### src/rtl/lsu_mem_ctrl_pkg.sv
// Shared types for the LSU-to-data-memory controller.
// Size codes follow the RISC-V load/store funct3 field.
package riscv_pkg;

    typedef enum logic [2:0] {
        LDST_B  = 3'b000,
        LDST_H  = 3'b001,
        LDST_W  = 3'b010,
        LDST_BU = 3'b100,
        LDST_HU = 3'b101
    } ldst_size_e;

    typedef enum logic {
        IDLE   = 1'b0,
        RMW_WR = 1'b1
    } lsu_state_e;

    // Only the five load codes exist; stores use just B/H/W.
    function automatic logic size_ok(
        input logic [2:0] size,
        input logic       we
    );
        logic ok;
        case (size)
            LDST_B, LDST_H, LDST_W: ok = 1'b1;
            LDST_BU, LDST_HU:       ok = !we;
            default:                ok = 1'b0;
        endcase
        return ok;
    endfunction

endpackage

### src/rtl/lsu_mem_ctrl_if.sv
// Core request and word-memory bus of the load/store controller.
// The controller takes the slave view; the core/memory side is master.
interface lsu_mem_ctrl_if;

    logic        core_req_i;
    logic        core_we_i;
    logic [2:0]  core_size_i;
    logic [31:0] core_addr_i;
    logic [31:0] core_wd_i;
    logic [31:0] core_rd_o;
    logic        core_stall_o;
    logic        misalign_o;
    logic [31:0] mem_a_o;
    logic [31:0] mem_wd_o;
    logic        mem_we_o;
    logic [31:0] mem_rd_i;

    modport slave (
        input  core_req_i, core_we_i, core_size_i,
        input  core_addr_i, core_wd_i, mem_rd_i,
        output core_rd_o, core_stall_o, misalign_o,
        output mem_a_o, mem_wd_o, mem_we_o
    );

    modport master (
        output core_req_i, core_we_i, core_size_i,
        output core_addr_i, core_wd_i, mem_rd_i,
        input  core_rd_o, core_stall_o, misalign_o,
        input  mem_a_o, mem_wd_o, mem_we_o
    );

endinterface

### src/rtl/lsu_mem_ctrl_byte_lane.sv
// Byte/half lane logic: extract+extend for loads, merge for sub-word stores.
// Purely combinational; offset is already forced aligned by the caller.
module lsu_byte_lane
    import riscv_pkg::*;
(
    input  logic [2:0]  size,
    input  logic [1:0]  off,
    input  logic [31:0] rdata,
    input  logic [31:0] wdata,
    output logic [31:0] ld_data,
    output logic [31:0] st_data
);

    logic [7:0]  byte_sel;
    logic [15:0] half_sel;

    assign byte_sel = rdata[8*off +: 8];
    assign half_sel = off[1] ? rdata[31:16] : rdata[15:0];

    always_comb begin
        ld_data = '0;
        st_data = rdata;
        case (size)
            LDST_B: begin
                ld_data = {{24{byte_sel[7]}}, byte_sel};
                st_data[8*off +: 8] = wdata[7:0];
            end
            LDST_H: begin
                ld_data = {{16{half_sel[15]}}, half_sel};
                if (off[1]) st_data[31:16] = wdata[15:0];
                else        st_data[15:0]  = wdata[15:0];
            end
            LDST_W: begin
                ld_data = rdata;
                st_data = wdata;
            end
            LDST_BU: ld_data = {24'h0, byte_sel};
            LDST_HU: ld_data = {16'h0, half_sel};
            default: ;
        endcase
    end

endmodule

### src/rtl/lsu_mem_ctrl.sv
// Load/store controller in front of a word-only data memory.
// Sub-word stores become a stalled read-modify-write over two cycles.
module lsu_mem_ctrl
    import riscv_pkg::*;
#(
    parameter bit ALIGN_CHECK = 1'b1
) (
    input  logic          clk_i,
    input  logic          rst_i,
    lsu_mem_ctrl_if.slave bus
);

    lsu_state_e  state_q;
    logic [31:0] wr_addr_q;
    logic [31:0] wr_data_q;

    logic [2:0]  size;
    logic [31:0] addr;
    logic [31:0] word_addr;
    logic        we;
    logic        is_h;
    logic        is_w;
    logic        bad_off;
    logic        misal;
    logic        act;
    logic        go;
    logic        sw_go;
    logic        sub_go;
    logic [1:0]  off;
    logic [31:0] ld_data;
    logic [31:0] st_data;

    assign size      = bus.core_size_i;
    assign addr      = bus.core_addr_i;
    assign we        = bus.core_we_i;
    assign word_addr = {addr[31:2], 2'b00};

    assign is_h    = size[1:0] == 2'b01;
    assign is_w    = size[1:0] == 2'b10;
    assign bad_off = (is_h && addr[0]) || (is_w && addr[1:0] != 2'b00);
    assign misal   = !size_ok(size, we) || (ALIGN_CHECK && bad_off);

    // Without alignment checking the low offset bits are simply ignored.
    assign off = is_w ? 2'b00 :
                 is_h ? {addr[1], 1'b0} :
                        addr[1:0];

    assign act    = bus.core_req_i && state_q == IDLE && !rst_i;
    assign go     = act && !misal;
    assign sw_go  = go && we && is_w;
    assign sub_go = go && we && !is_w;

    lsu_byte_lane u_lane (
        .size    (size),
        .off     (off),
        .rdata   (bus.mem_rd_i),
        .wdata   (bus.core_wd_i),
        .ld_data (ld_data),
        .st_data (st_data)
    );

    always_comb begin
        bus.mem_a_o      = '0;
        bus.mem_wd_o     = '0;
        bus.mem_we_o     = 1'b0;
        bus.core_stall_o = 1'b0;
        bus.core_rd_o    = '0;
        bus.misalign_o   = 1'b0;
        if (!rst_i) begin
            if (state_q == RMW_WR) begin
                bus.mem_a_o  = wr_addr_q;
                bus.mem_wd_o = wr_data_q;
                bus.mem_we_o = 1'b1;
            end else begin
                bus.mem_a_o      = word_addr;
                bus.mem_wd_o     = sw_go ? bus.core_wd_i : '0;
                bus.mem_we_o     = sw_go;
                bus.core_stall_o = sub_go;
                bus.core_rd_o    = (go && !we) ? ld_data : '0;
                bus.misalign_o   = act && misal;
            end
        end
    end

    always_ff @(posedge clk_i or posedge rst_i) begin
        if (rst_i) begin
            state_q   <= IDLE;
            wr_addr_q <= '0;
            wr_data_q <= '0;
        end else begin
            unique case (state_q)
                IDLE: begin
                    if (sub_go) begin
                        state_q   <= RMW_WR;
                        wr_addr_q <= word_addr;
                        wr_data_q <= st_data;
                    end
                end
                RMW_WR:  state_q <= IDLE;
                default: state_q <= IDLE;
            endcase
        end
    end

endmodule

### src/flat_wrapper.sv
// flat-port wrapper written by rule: the top's interface ports become plain ports
module lsu_mem_ctrl_flat import riscv_pkg::*;
#(
    parameter bit ALIGN_CHECK = 1'b1
)
  (clk_i, rst_i, bus_core_req_i, bus_core_we_i, bus_core_size_i, bus_core_addr_i, bus_core_wd_i, bus_mem_rd_i, bus_core_rd_o, bus_core_stall_o, bus_misalign_o, bus_mem_a_o, bus_mem_wd_o, bus_mem_we_o);
  lsu_mem_ctrl_if bus_i ();
  input  logic clk_i;
  input  logic rst_i;
  input wire logic [$bits(bus_i.core_req_i)-1:0] bus_core_req_i;
  input wire logic [$bits(bus_i.core_we_i)-1:0] bus_core_we_i;
  input wire logic [$bits(bus_i.core_size_i)-1:0] bus_core_size_i;
  input wire logic [$bits(bus_i.core_addr_i)-1:0] bus_core_addr_i;
  input wire logic [$bits(bus_i.core_wd_i)-1:0] bus_core_wd_i;
  input wire logic [$bits(bus_i.mem_rd_i)-1:0] bus_mem_rd_i;
  output wire logic [$bits(bus_i.core_rd_o)-1:0] bus_core_rd_o;
  output wire logic [$bits(bus_i.core_stall_o)-1:0] bus_core_stall_o;
  output wire logic [$bits(bus_i.misalign_o)-1:0] bus_misalign_o;
  output wire logic [$bits(bus_i.mem_a_o)-1:0] bus_mem_a_o;
  output wire logic [$bits(bus_i.mem_wd_o)-1:0] bus_mem_wd_o;
  output wire logic [$bits(bus_i.mem_we_o)-1:0] bus_mem_we_o;
  assign bus_i.core_req_i = bus_core_req_i;
  assign bus_i.core_we_i = bus_core_we_i;
  assign bus_i.core_size_i = bus_core_size_i;
  assign bus_i.core_addr_i = bus_core_addr_i;
  assign bus_i.core_wd_i = bus_core_wd_i;
  assign bus_i.mem_rd_i = bus_mem_rd_i;
  assign bus_core_rd_o = bus_i.core_rd_o;
  assign bus_core_stall_o = bus_i.core_stall_o;
  assign bus_misalign_o = bus_i.misalign_o;
  assign bus_mem_a_o = bus_i.mem_a_o;
  assign bus_mem_wd_o = bus_i.mem_wd_o;
  assign bus_mem_we_o = bus_i.mem_we_o;
  lsu_mem_ctrl #(.ALIGN_CHECK(ALIGN_CHECK)) u_core (.clk_i(clk_i), .rst_i(rst_i), .bus(bus_i));
endmodule
### config.mk
export PLATFORM = sky130hd
export DESIGN_NAME = lsu_mem_ctrl_flat
export DESIGN_NICKNAME = d
export VERILOG_FILES = /design/src/rtl/lsu_mem_ctrl_pkg.sv /design/src/rtl/lsu_mem_ctrl_if.sv /design/src/rtl/lsu_mem_ctrl_byte_lane.sv /design/src/rtl/lsu_mem_ctrl.sv /design/src/flat_wrapper.sv
export SDC_FILE = /design/constraint.sdc
export NUM_CORES = 1
export LEC_CHECK = 0
export ABC_AREA = 1
export ABC_CLOCK_PERIOD_IN_PS = 4100
export CAP_MARGIN = 20
export CORE_AREA = 2 2 121 123
export DETAILED_ROUTE_END_ITERATION = 10
export DIE_AREA = 0 0 123 125
export HOLD_SLACK_MARGIN = 0.08
export PLACE_DENSITY_LB_ADDON = 0.05
export SYNTH_ARGS = -nofsm -noshare
export SYNTH_HDL_FRONTEND = slang
export SYNTH_SLANG_ARGS = --single-unit
### constraint.sdc
create_clock -name clk_i -period 4.1 [get_ports clk_i]
set_input_delay 0.82 -clock clk_i [delete_from_list [all_inputs] [get_ports clk_i]]
set_output_delay 0.82 -clock clk_i [all_outputs]
set_load 0.01 [all_outputs]
## Yosys cells after proc, flatten, opt, wreduce, memory -nomap -nowiden

Cells that the tools add are included.
W data, S select, Z words.

| operators by class | value |
|---|---|
| add/subtract/negate cells | 1 |
| eq/ne operators | 6 |
| shift-type cells | 3 |
| multiplexer cells | 25 |
| bitwise operators | 1 |
| reductions and logical operators | 22 |

Operators by type and width:

| cell | number |
|---|---|
| $mux W32 | 8 |
| $pmux W32 S5 | 1 |
| $pmux W32 S3 | 1 |
| $mux W16 | 3 |
| $neg A5 Y34 | 1 |
| $shift A8 B34 Y32 const A | 1 |
| $shiftx A8 B34 Y32 | 1 |
| $bwmux W32 | 1 |
| $shiftx A32 B6 Y8 | 1 |
| $logic_and A1 B1 Y1 | 10 |
| $mux W1 | 8 |
| $eq A3 B3 Y1 const B | 2 |
| $logic_not A1 Y1 | 5 |
| $pmux W1 S2 | 2 |
| $eq A3 B1 Y1 const B | 1 |
| $eq A3 B2 Y1 const B | 1 |
| $logic_not A3 Y1 | 1 |
| $reduce_or A3 Y1 | 1 |
| $eq A2 B1 Y1 const B | 1 |
| $eq A2 B2 Y1 const B | 1 |
| $logic_or A1 B1 Y1 | 2 |
| $mux W2 | 1 |
| $reduce_and A2 Y1 | 1 |
| $reduce_bool A2 Y1 | 1 |
| 2 further kinds | 2 |

| word-level totals | value |
|---|---|
| register bits after elaboration | 63 |
| input bits | 103 |
| output and inout bits | 99 |
| word-level logic and storage cells | 61 |

## Logic depth before layout (Yosys ltp)

Gate-level depths: netlist (run 1).

| depth | value |
|---|---|
| word-level depth | 12 |
| mapped depth | 16 |
| mapped depth without buffers | 13 |

## By module

A second synthesis (run 1) with hierarchy kept.

| second synthesis, totals | value |
|---|---|
| cell total of the unflattened synthesis | 1239 |
| area total of the unflattened synthesis | 6546.3 um^2 |

Modules (own cells, without submodules):

| module | instances | cells an instance | area each (um^2) | seq. area each (um^2) |
|---|---|---|---|---|
| lsu_mem_ctrl | 1 | 560 | 3697.3 | 1576.5 |
| lsu_byte_lane | 1 | 679 | 2849.0 | 0.0 |

## Worst setup path before layout (run 1)

No wires, ideal clock.

| path | value |
|---|---|
| kind | input-to-output |
| from | input rst_i |
| to | output bus_mem_a_o[23] |
| arrival time | 3650 ps |
| required time | 3280 ps |
| slack | -370 ps |
| cell stages on the path | 5 |
| path buffers | 2 |
| cell sequence | clkbuf_1 inv_2 clkbuf_1 o21ai_0 a21oi_1 |

| between the ends | value |
|---|---|
| cells in the longest elaborated chain, start to end | 1 |

Ends and longest elaborated chain:

| element | line | RTL |
|---|---|---|
| start, declared | flat_wrapper.sv:9 | `input logic rst_i;` |
| $mux W32 | lsu_mem_ctrl.sv:69 | `if (!rst_i) begin` |
| end, declared | flat_wrapper.sv:19 | `output wire logic [$bits(bus_i.mem_a_o)-1:0] bus_mem_a_o;` |

Every way passes these cells.

## Worst setup path in the final report (run 1)

| path | value |
|---|---|
| from | input bus_core_addr_i[1] |
| to | output bus_mem_wd_o[8] |

| between the ends | value |
|---|---|
| cells in the longest elaborated chain, start to end | 11 |

Ends and longest elaborated chain:

| element | line | RTL |
|---|---|---|
| start, declared | flat_wrapper.sv:13 | `input wire logic [$bits(bus_i.core_addr_i)-1:0] bus_core_addr_i;` |
| $reduce_bool A2 Y1 | lsu_mem_ctrl.sv:40 | `assign bad_off = (is_h && addr[0]) \|\| (is_w && addr[1:0] != 2'b00);` |
| $logic_and A1 B1 Y1 | lsu_mem_ctrl.sv:40 |  |
| $logic_or A1 B1 Y1 | lsu_mem_ctrl.sv:40 |  |
| $logic_or A1 B1 Y1 | lsu_mem_ctrl.sv:41 | `assign misal = !size_ok(size, we) \|\| (ALIGN_CHECK && bad_off);` |
| $logic_not A1 Y1 | lsu_mem_ctrl.sv:49 | `assign go = act && !misal;` |
| $logic_and A1 B1 Y1 | lsu_mem_ctrl.sv:49 |  |
| $logic_and A1 B1 Y1 (2 in a row) | lsu_mem_ctrl.sv:50 | `assign sw_go = go && we && is_w;` |
| $mux W32 | lsu_mem_ctrl.sv:76 | `bus.mem_wd_o = sw_go ? bus.core_wd_i : '0;` |
| $mux W32 | lsu_mem_ctrl.sv:70 | `if (state_q == RMW_WR) begin` |
| $mux W32 | lsu_mem_ctrl.sv:69 |  |
| end, declared | flat_wrapper.sv:20 | `output wire logic [$bits(bus_i.mem_wd_o)-1:0] bus_mem_wd_o;` |

Every way passes these cells.

==> metrics.md, run 1 <==
| Metric | Value |
|---|---|
| Worst-Skew Late Latency | `340 ps` |
| # rows | `44` |
| Worst hold path type | `register to register` |
| Hold_ws | `477 ps` |
| Worst Skew | `3.93 ps` |
| CP Capture Type | `output pin` |
| Total Routing Usage GR | `26.7%` |
| Htree depth | `3` |
| Max Buffers Root-to-Sink | `2` |
| Worst R2R Setup Slack | `1900 ps` |
| Final nets | `1253` |
| Most frequent cell after synthesis | `nand2_1` |
| Synth top cells by count | `nand2_1, a21oi_1, inv_1, o21ai_0, nor2_1` |
| Syn Area/Cell | `5.75 um^2` |
| VDD IR max | `0.220 mV` |
| Hold-fix buffers, CTS | `0` |
| DRC | `0` |
| Max cap viols | `0` |
| TritonCTS Buffers | `9` |
| CTS Sinks | `63` |
| Seq/Total Area, Yosys | `28.4%` |
| Fraction of layout cells with a size suffix above 1 | `5.90%` |
| Initial Utilization | `39.1%` |
| Largest net degree at the start of global routing | `92` |
| CP arrival | `3060 ps` |
| Vias per cell | `5.11` |
| First-pass iteration count of the detailed router | `5` |
| CP Class | `input port to output pin` |
| Met3 Routed Length | `1730 um` |
| Vias in the first global route | `6152` |
| Starting DRC count in detailed routing | `471` |
| Min Tclk post-route | `3880 ps` |
| Status | `finished clean` |
| Antenna violations before repair | `0` |
| CTS Root Cell | `clkbuf_16` |
| Worst Tran Pin Value | `844 ps` |
| Most frequently used flop master after synthesis | `dfrtp_1` |
| Leakage | `3.68 nW` |
| Horiz. Die Dim | `123 um` |
| Distinct cells, synth | `29` |
| Post-Synthesis Cells | `965` |
| I/O pins | `202` |
| Die Footprint | `15400 um^2` |
| RSZ-0062 raised after global routing | `false` |
| Max transition margin | `43.8%` |
| Synth area leaders | `dfrtp_1, nand2_1, a21oi_1` |
| Setup repair bufs after CTS | `0` |
| Yosys Warn Count | `0` |
| Total power per unit cell area | `294 nW/um^2` |
| Hold depth | `2` |
| Post-Route WL | `21000 um` |
| Synth async-reset ratio | `100%` |
| Gpl congestion | `0.980` |
| Synth Cell Area | `5550 um^2` |
| Fin Setup TNS | `0 ps` |
| Final Instance Area | `8090 um^2` |
| Synth-to-Final Area Change | `45.9%` |
| Worst Path Required | `3280 ps` |
| Fmax | `258 MHz` |
| Post-DP Area | `7750 um^2` |
| Vias | `6833` |
| # diodes | `0` |
| Total core area | `14200 um^2` |
| CP max FO | `27` |
| Cell accounting for the most synthesized area | `dfrtp_1` |
| Synth Register Bits | `63` |
| Post-synth EDFFs | `0` |
| Die Y | `125 um` |
| Final Slew Violations | `0` |
| Post-DRT Antenna Nets | `0` |
| Max Used Layer | `met4` |
| Reg clk slew, reported paths | `50 ps` |
| Met2 routed WL | `9050 um` |
| # setup viols final | `0` |
| DRT met1 WL | `9710 um` |
| First-pass GRT wire length | `32500 um` |
| Type of origin of the critical path | `input port` |
| Drt wl/cell | `15.7 um` |
| Crit share post-route | `94.7%` |
| CTS tree | `done` |
| Overflow after GRT | `0` |
| Hpwl dp | `16200 um` |
| R2r worst-path depth | `8` |
| Share of the synthesized area in the top cell type | `28.4%` |
| Final Hold Viols | `0` |
| # port buffers | `199` |
where the power goes:
group          internal, W  switching, W
registers         0.000787     0.0000647
logic             0.000283      0.000372
clock network     0.000592      0.000280
cells by family after synthesis:
family	synth area share, %
and+or+nand+nor	34.9
AOI/OAI and AO/OA	22.7
buffers and inverters	13.2
DFF	28.4
adders and majority gates	0.677
other	0.0676
sequential cells by signal (all words and copies together) (netlist names):
signal,count
u_core.state_q,1
u_core.wr_addr_q,30
u_core.wr_data_q,32
critical path, stage by stage:
cell and delay (ps):
clkdlybuf4s50_1 570, nand2_1 140, nand2_1 60, nand2_1 100, nand4_2 150, nor2_2 200
buf_12 200, nand2_1 80, a21oi_1 180, clkdlybuf4s50_1 560
cells in the final DEF, fill, tap and decap left out, drive strengths merged, types with 16 or more instances in the layout:
cell type	count
clkdlybuf4s50	197
o21ai	100
nand4	16
nor2	82
nand2	353
inv	114
dfrtp	63
buf	31
a21oi	114
nand3	29
through the flow:
step / utilization, % / power (W) / std cells / setup WS (ps)
floorplan: - / 0.00121 / 966 / 787
global placement: 54.6 / 0.00150 / 1320 / 145
detailed placement: 54.6 / 0.00151 / 1320 / 63.6
CTS: 56.9 / 0.00239 / 1336 / 61.6
global route: 57.0 / 0.00252 / 1336 / 68.4
finish: 57.0 / 0.00238 / 1336 / 219
final timing paths:
| path | from | endpoint |
|---|---|---|
| worst min-delay path | u_core.wr_data_q[7] | u_core.wr_data_q[7] |
| min in group asynchronous | rst_i | u_core.wr_addr_q[3] |
| worst min register to register | u_core.wr_data_q[7] | u_core.wr_data_q[7] |
| worst max register to register | u_core.state_q | u_core.wr_addr_q[27] |
| max in group asynchronous | rst_i | u_core.state_q |
| worst max-delay path | bus_core_addr_i[1] | bus_mem_wd_o[8] |
layout make-up:
class,instances,area [um^2]
timing repair buffer,230,2270
fill,1470,6110
clock buffer,10,229
tap,184,230
sequential,63,1580
clock inverter,6,109
inverter,116,437
multi-input combinational,727,3240
timing repair:
| action | in CTS | in global routing |
|---|---|---|
| gates resized for setup | 0 | 3 |
| endpoints found under the hold margin | 0 | 0 |
| setup endpoints to repair | 0 | 57 |
metal layers:
metal,up-vias,GRT usage (%)
met5,-,0
met4,0,8.22
met3,31,4.74
met2,266,39.9
met1,3103,39.1
li1,3433,-
No activity file was read; power rests on OpenSTA's default activity.
==> run 2: changes to the inputs <==
--- a/config.mk
+++ b/config.mk
@@ -6,7 +6,7 @@
 export NUM_CORES = 1
 export LEC_CHECK = 0
 export ABC_AREA = 1
-export ABC_CLOCK_PERIOD_IN_PS = 4100
+export ABC_CLOCK_PERIOD_IN_PS = 4600
 export CAP_MARGIN = 20
 export CORE_AREA = 2 2 121 123
 export DETAILED_ROUTE_END_ITERATION = 10
==> constraint.sdc (replaced) <==
create_clock -name clk_i -period 4.6 [get_ports clk_i]
set_input_delay 0.92 -clock clk_i [delete_from_list [all_inputs] [get_ports clk_i]]
set_output_delay 0.92 -clock clk_i [all_outputs]
set_load 0.01 [all_outputs]
==> run 2 against run 1 <==
Against the previous run:
- flip-flop and latch count stayed put
- via count is 0.76% lower
- first-iteration DRC count is 43% higher
- die area stayed put
- largest cell class unchanged
- count of clock-buffer cells in the layout stayed put
==> metrics.md, run 2 (synthesis gave the netlist of run 1 again) <==
| Metric | Value |
|---|---|
| Final Instance Area | `7990 um^2 (was 8090 um^2)` |
| Reg with most FFs | `u_core.wr_data_q (unchanged)` |
| Switching Fraction | `31.0% (was 30.1%)` |
| Worst R2R Setup Slack | `2160 ps (was 1900 ps)` |
| Crit path max-delay cell type | `clkdlybuf4s50_1 (unchanged)` |
| CP Capture Type | `output pin (unchanged)` |
| Hold depth | `2 (unchanged)` |
| # setup viols final | `0 (unchanged)` |
| Post-Route WL | `20800 um (was 21000 um)` |
| Min-delay src | `u_core.wr_addr_q[30] (was u_core.wr_data_q[7])` |
| Commonest non-fill, non-tap cell in the layout | `nand2_1 (unchanged)` |
| Vias in the first global route | `6128 (was 6152)` |
| Htree depth | `3 (unchanged)` |
| Antenna violations before repair | `0 (unchanged)` |
| Total core area | `14200 um^2 (unchanged)` |
| Min Tclk post-route | `4390 ps` |
| Post-DP Area | `7650 um^2 (was 7750 um^2)` |
| CTS Root Cell | `clkbuf_16 (unchanged)` |
| Largest net degree at the start of global routing | `94 (was 92)` |
| First-pass iteration count of the detailed router | `7 (was 5)` |
| Die Y | `125 um (unchanged)` |
| Reg-to-reg startpoint | `u_core.state_q (unchanged)` |
| VDD IR max | `0.174 mV (was 0.220 mV)` |
| Worst hold path type | `register to register (unchanged)` |
| TritonCTS Buffers | `9 (unchanged)` |
| Max Buffers Root-to-Sink | `2 (unchanged)` |
| Max reg flops | `32 (unchanged)` |
| Crit-path most repeated cell | `nand2_1 (unchanged)` |
| Cell-internal power | `0.00142 W (was 0.00166 W)` |
| Total Routing Usage GR | `26.6% (was 26.7%)` |
| Final Hold Viols | `0 (unchanged)` |
| DRC | `0 (unchanged)` |
| Leakage | `3.59 nW (was 3.68 nW)` |
| # diodes | `0 (unchanged)` |
| Fillers | `1470 (unchanged)` |
| Crit share post-route | `95.5%` |
| Post-DRT Antenna Nets | `0 (unchanged)` |
| I/O pins | `202 (unchanged)` |
| Comb pwr share | `28.1% (was 27.5%)` |
| RSZ-0062 raised after global routing | `false (unchanged)` |
| WHS Endpoint | `u_core.wr_addr_q[30] (was u_core.wr_data_q[7])` |
| # port buffers | `199 (unchanged)` |
| CP Class | `input port to output pin (unchanged)` |
| Crit path from | `bus_core_size_i[1] (was bus_core_addr_i[1])` |
| Sequential fraction of design power | `36.8% (was 35.8%)` |
| # rows | `44 (unchanged)` |
| Met3 usage | `5.89% (was 4.74%)` |
| Drt wl/cell | `15.7 um (about the same)` |
| Starting DRC count in detailed routing | `674 (was 471)` |
| CTS Sinks | `63 (unchanged)` |
| Final nets | `1242 (was 1253)` |
| Vias | `6781 (was 6833)` |
| Initial Utilization | `39.1% (unchanged)` |
| Worst reg2reg endpoint | `u_core.wr_data_q[30] (was u_core.wr_addr_q[27])` |
| Max cap viols | `0 (unchanged)` |
| Largest registers | `u_core.wr_data_q (32), u_core.wr_addr_q (30), u_core.state_q (1) (unchanged)` |
| Worst Skew | `4.69 ps (was 3.93 ps)` |
| Worst-Skew Late Latency | `340 ps (about the same)` |
| Slowest cell delay on critical path | `560 ps (was 570 ps)` |
| Status | `finished clean (unchanged)` |
| Power share of the clock group | `35.1% (was 36.7%)` |
| Synth-to-Final Area Change | `43.9% (was 45.9%)` |
| Setup repair bufs after CTS | `0 (unchanged)` |
| Worst Tran Pin Value | `843 ps (was 844 ps)` |
| Most frequent cells in the layout | `nand2_1, clkdlybuf4s50_1, a21oi_1 (unchanged)` |
| Met1 Resource Use GR | `38.4% (was 39.1%)` |
| Fin Setup TNS | `0 ps (unchanged)` |
| First-pass GRT wire length | `32100 um (was 32500 um)` |
| CTS tree | `done (unchanged)` |
| Worst-path cell chain | `clkdlybuf4s50_1 -> nand2_1 -> nand2_1 -> inv_2 -> nand4_2 -> nor2_2 -> buf_4 -> nand2_1 -> a21oi_1 -> clkdlybuf4s50_1 (was clkdlybuf4s50_1 -> nand2_1 -> nand2_1 -> nand2_1 -> nand4_2 -> nor2_2 -> buf_12 -> nand2_1 -> a21oi_1 -> clkdlybuf4s50_1)` |
| Horiz. Die Dim | `123 um (unchanged)` |
| Type of origin of the critical path | `input port (unchanged)` |
| Gpl congestion | `0.945 (was 0.980)` |
| Hpwl dp | `15600 um (was 16200 um)` |
| Max transition margin | `43.8% (about the same)` |
| Final Slew Violations | `0 (unchanged)` |
| Worst Path Required | `3680 ps (was 3280 ps)` |
| Overflow after GRT | `0 (unchanged)` |
| R2r worst-path depth | `8 (unchanged)` |
| Die Footprint | `15400 um^2 (unchanged)` |
| Busiest layer in global routing | `met2 (unchanged)` |
| Reg clk slew, reported paths | `50 ps (about the same)` |
| Vias per cell | `5.12 (was 5.11)` |
| CP arrival | `3470 ps (was 3060 ps)` |
| Fraction of layout cells with a size suffix above 1 | `5.00% (was 5.90%)` |
| P_sw | `0.000639 W (was 0.000717 W)` |
| Met2 Use GR | `39.4% (was 39.9%)` |
| CP max FO | `13 (was 27)` |
| Total power per unit cell area | `258 nW/um^2 (was 294 nW/um^2)` |
| Fmax | `228 MHz` |
run 2: changes by cell type in the layout (fill, tap and decap cells not counted), sizes merged:
cell	before	now
buf	31	20
clkdlybuf4s50	197	199
clkinvlp	0	2
dlymetal6s2s	2	0
bufinv	3	2
clkinv	5	4
run 2: area by class of cell:
cell class / instances / area, um^2 / share of cell area [%]
timing repair buffer: 219 / 2170 / 27.2
tap: 184 / 230 / 2.88
clock inverter: 6 / 85.1 / 1.07
clock buffer: 10 / 229 / 2.87
multi-input combinational: 727 / 3250 / 40.7
inverter: 116 / 439 / 5.50
sequential: 63 / 1580 / 19.8
run 2: per-stage QoR:
stage          setup WS [ps]  utilization, %  total power, W  hold slack (ps)  std cells
2_1_floorplan           1090               -         0.00108              443        966
3_3_place_gp             238            53.9         0.00133              456       1309
3_5_place_dp             132            53.9         0.00134              464       1309
4_1_cts                  118            56.1         0.00207              481       1325
5_1_grt                 5.13            56.2         0.00219              499       1325
6_report                 207            56.2         0.00206              475       1325
run 2: routing by layer:
metal,routed length [um],share of wire [%]
met1,9760,47
met2,8890,43
met3,1610,7.7
met4,551,2.6
met5,0,0
run 2: power groups by stage:
stage | clock, W | combinational (W) | sequential [W]
global route | 0.000763 | 0.000651 | 0.000775
finish | 0.000723 | 0.000578 | 0.000757
global placement | 0 | 0.000568 | 0.000762
floorplan | 0 | 0.000330 | 0.000752
CTS | 0.000739 | 0.000575 | 0.000757
detailed placement | 0 | 0.000571 | 0.000766
run 2: repair_timing:
action	CTS	global route
endpoints found under the setup margin	0	25
resized for setup	0	5
hold buffers	0	0
run 2: how the worst max path moves through the flow:
stage,to,cells past startpoint
after floorplan,bus_mem_a_o[23],5
after global placement,bus_core_rd_o[23],10
after detailed placement,bus_core_rd_o[28],10
after CTS,bus_core_rd_o[28],10
after global routing,bus_core_rd_o[13],10
final,bus_mem_wd_o[8],10
run 2: worst max-delay path, delay by kind of cell:
| kind | cells | cell delay (ps) |
|---|---|---|
| buffers and inverters | 4 | 1540 |
| AO/OA/AOI/OAI | 1 | 180 |
| AND/OR/NAND/NOR | 5 | 830 |
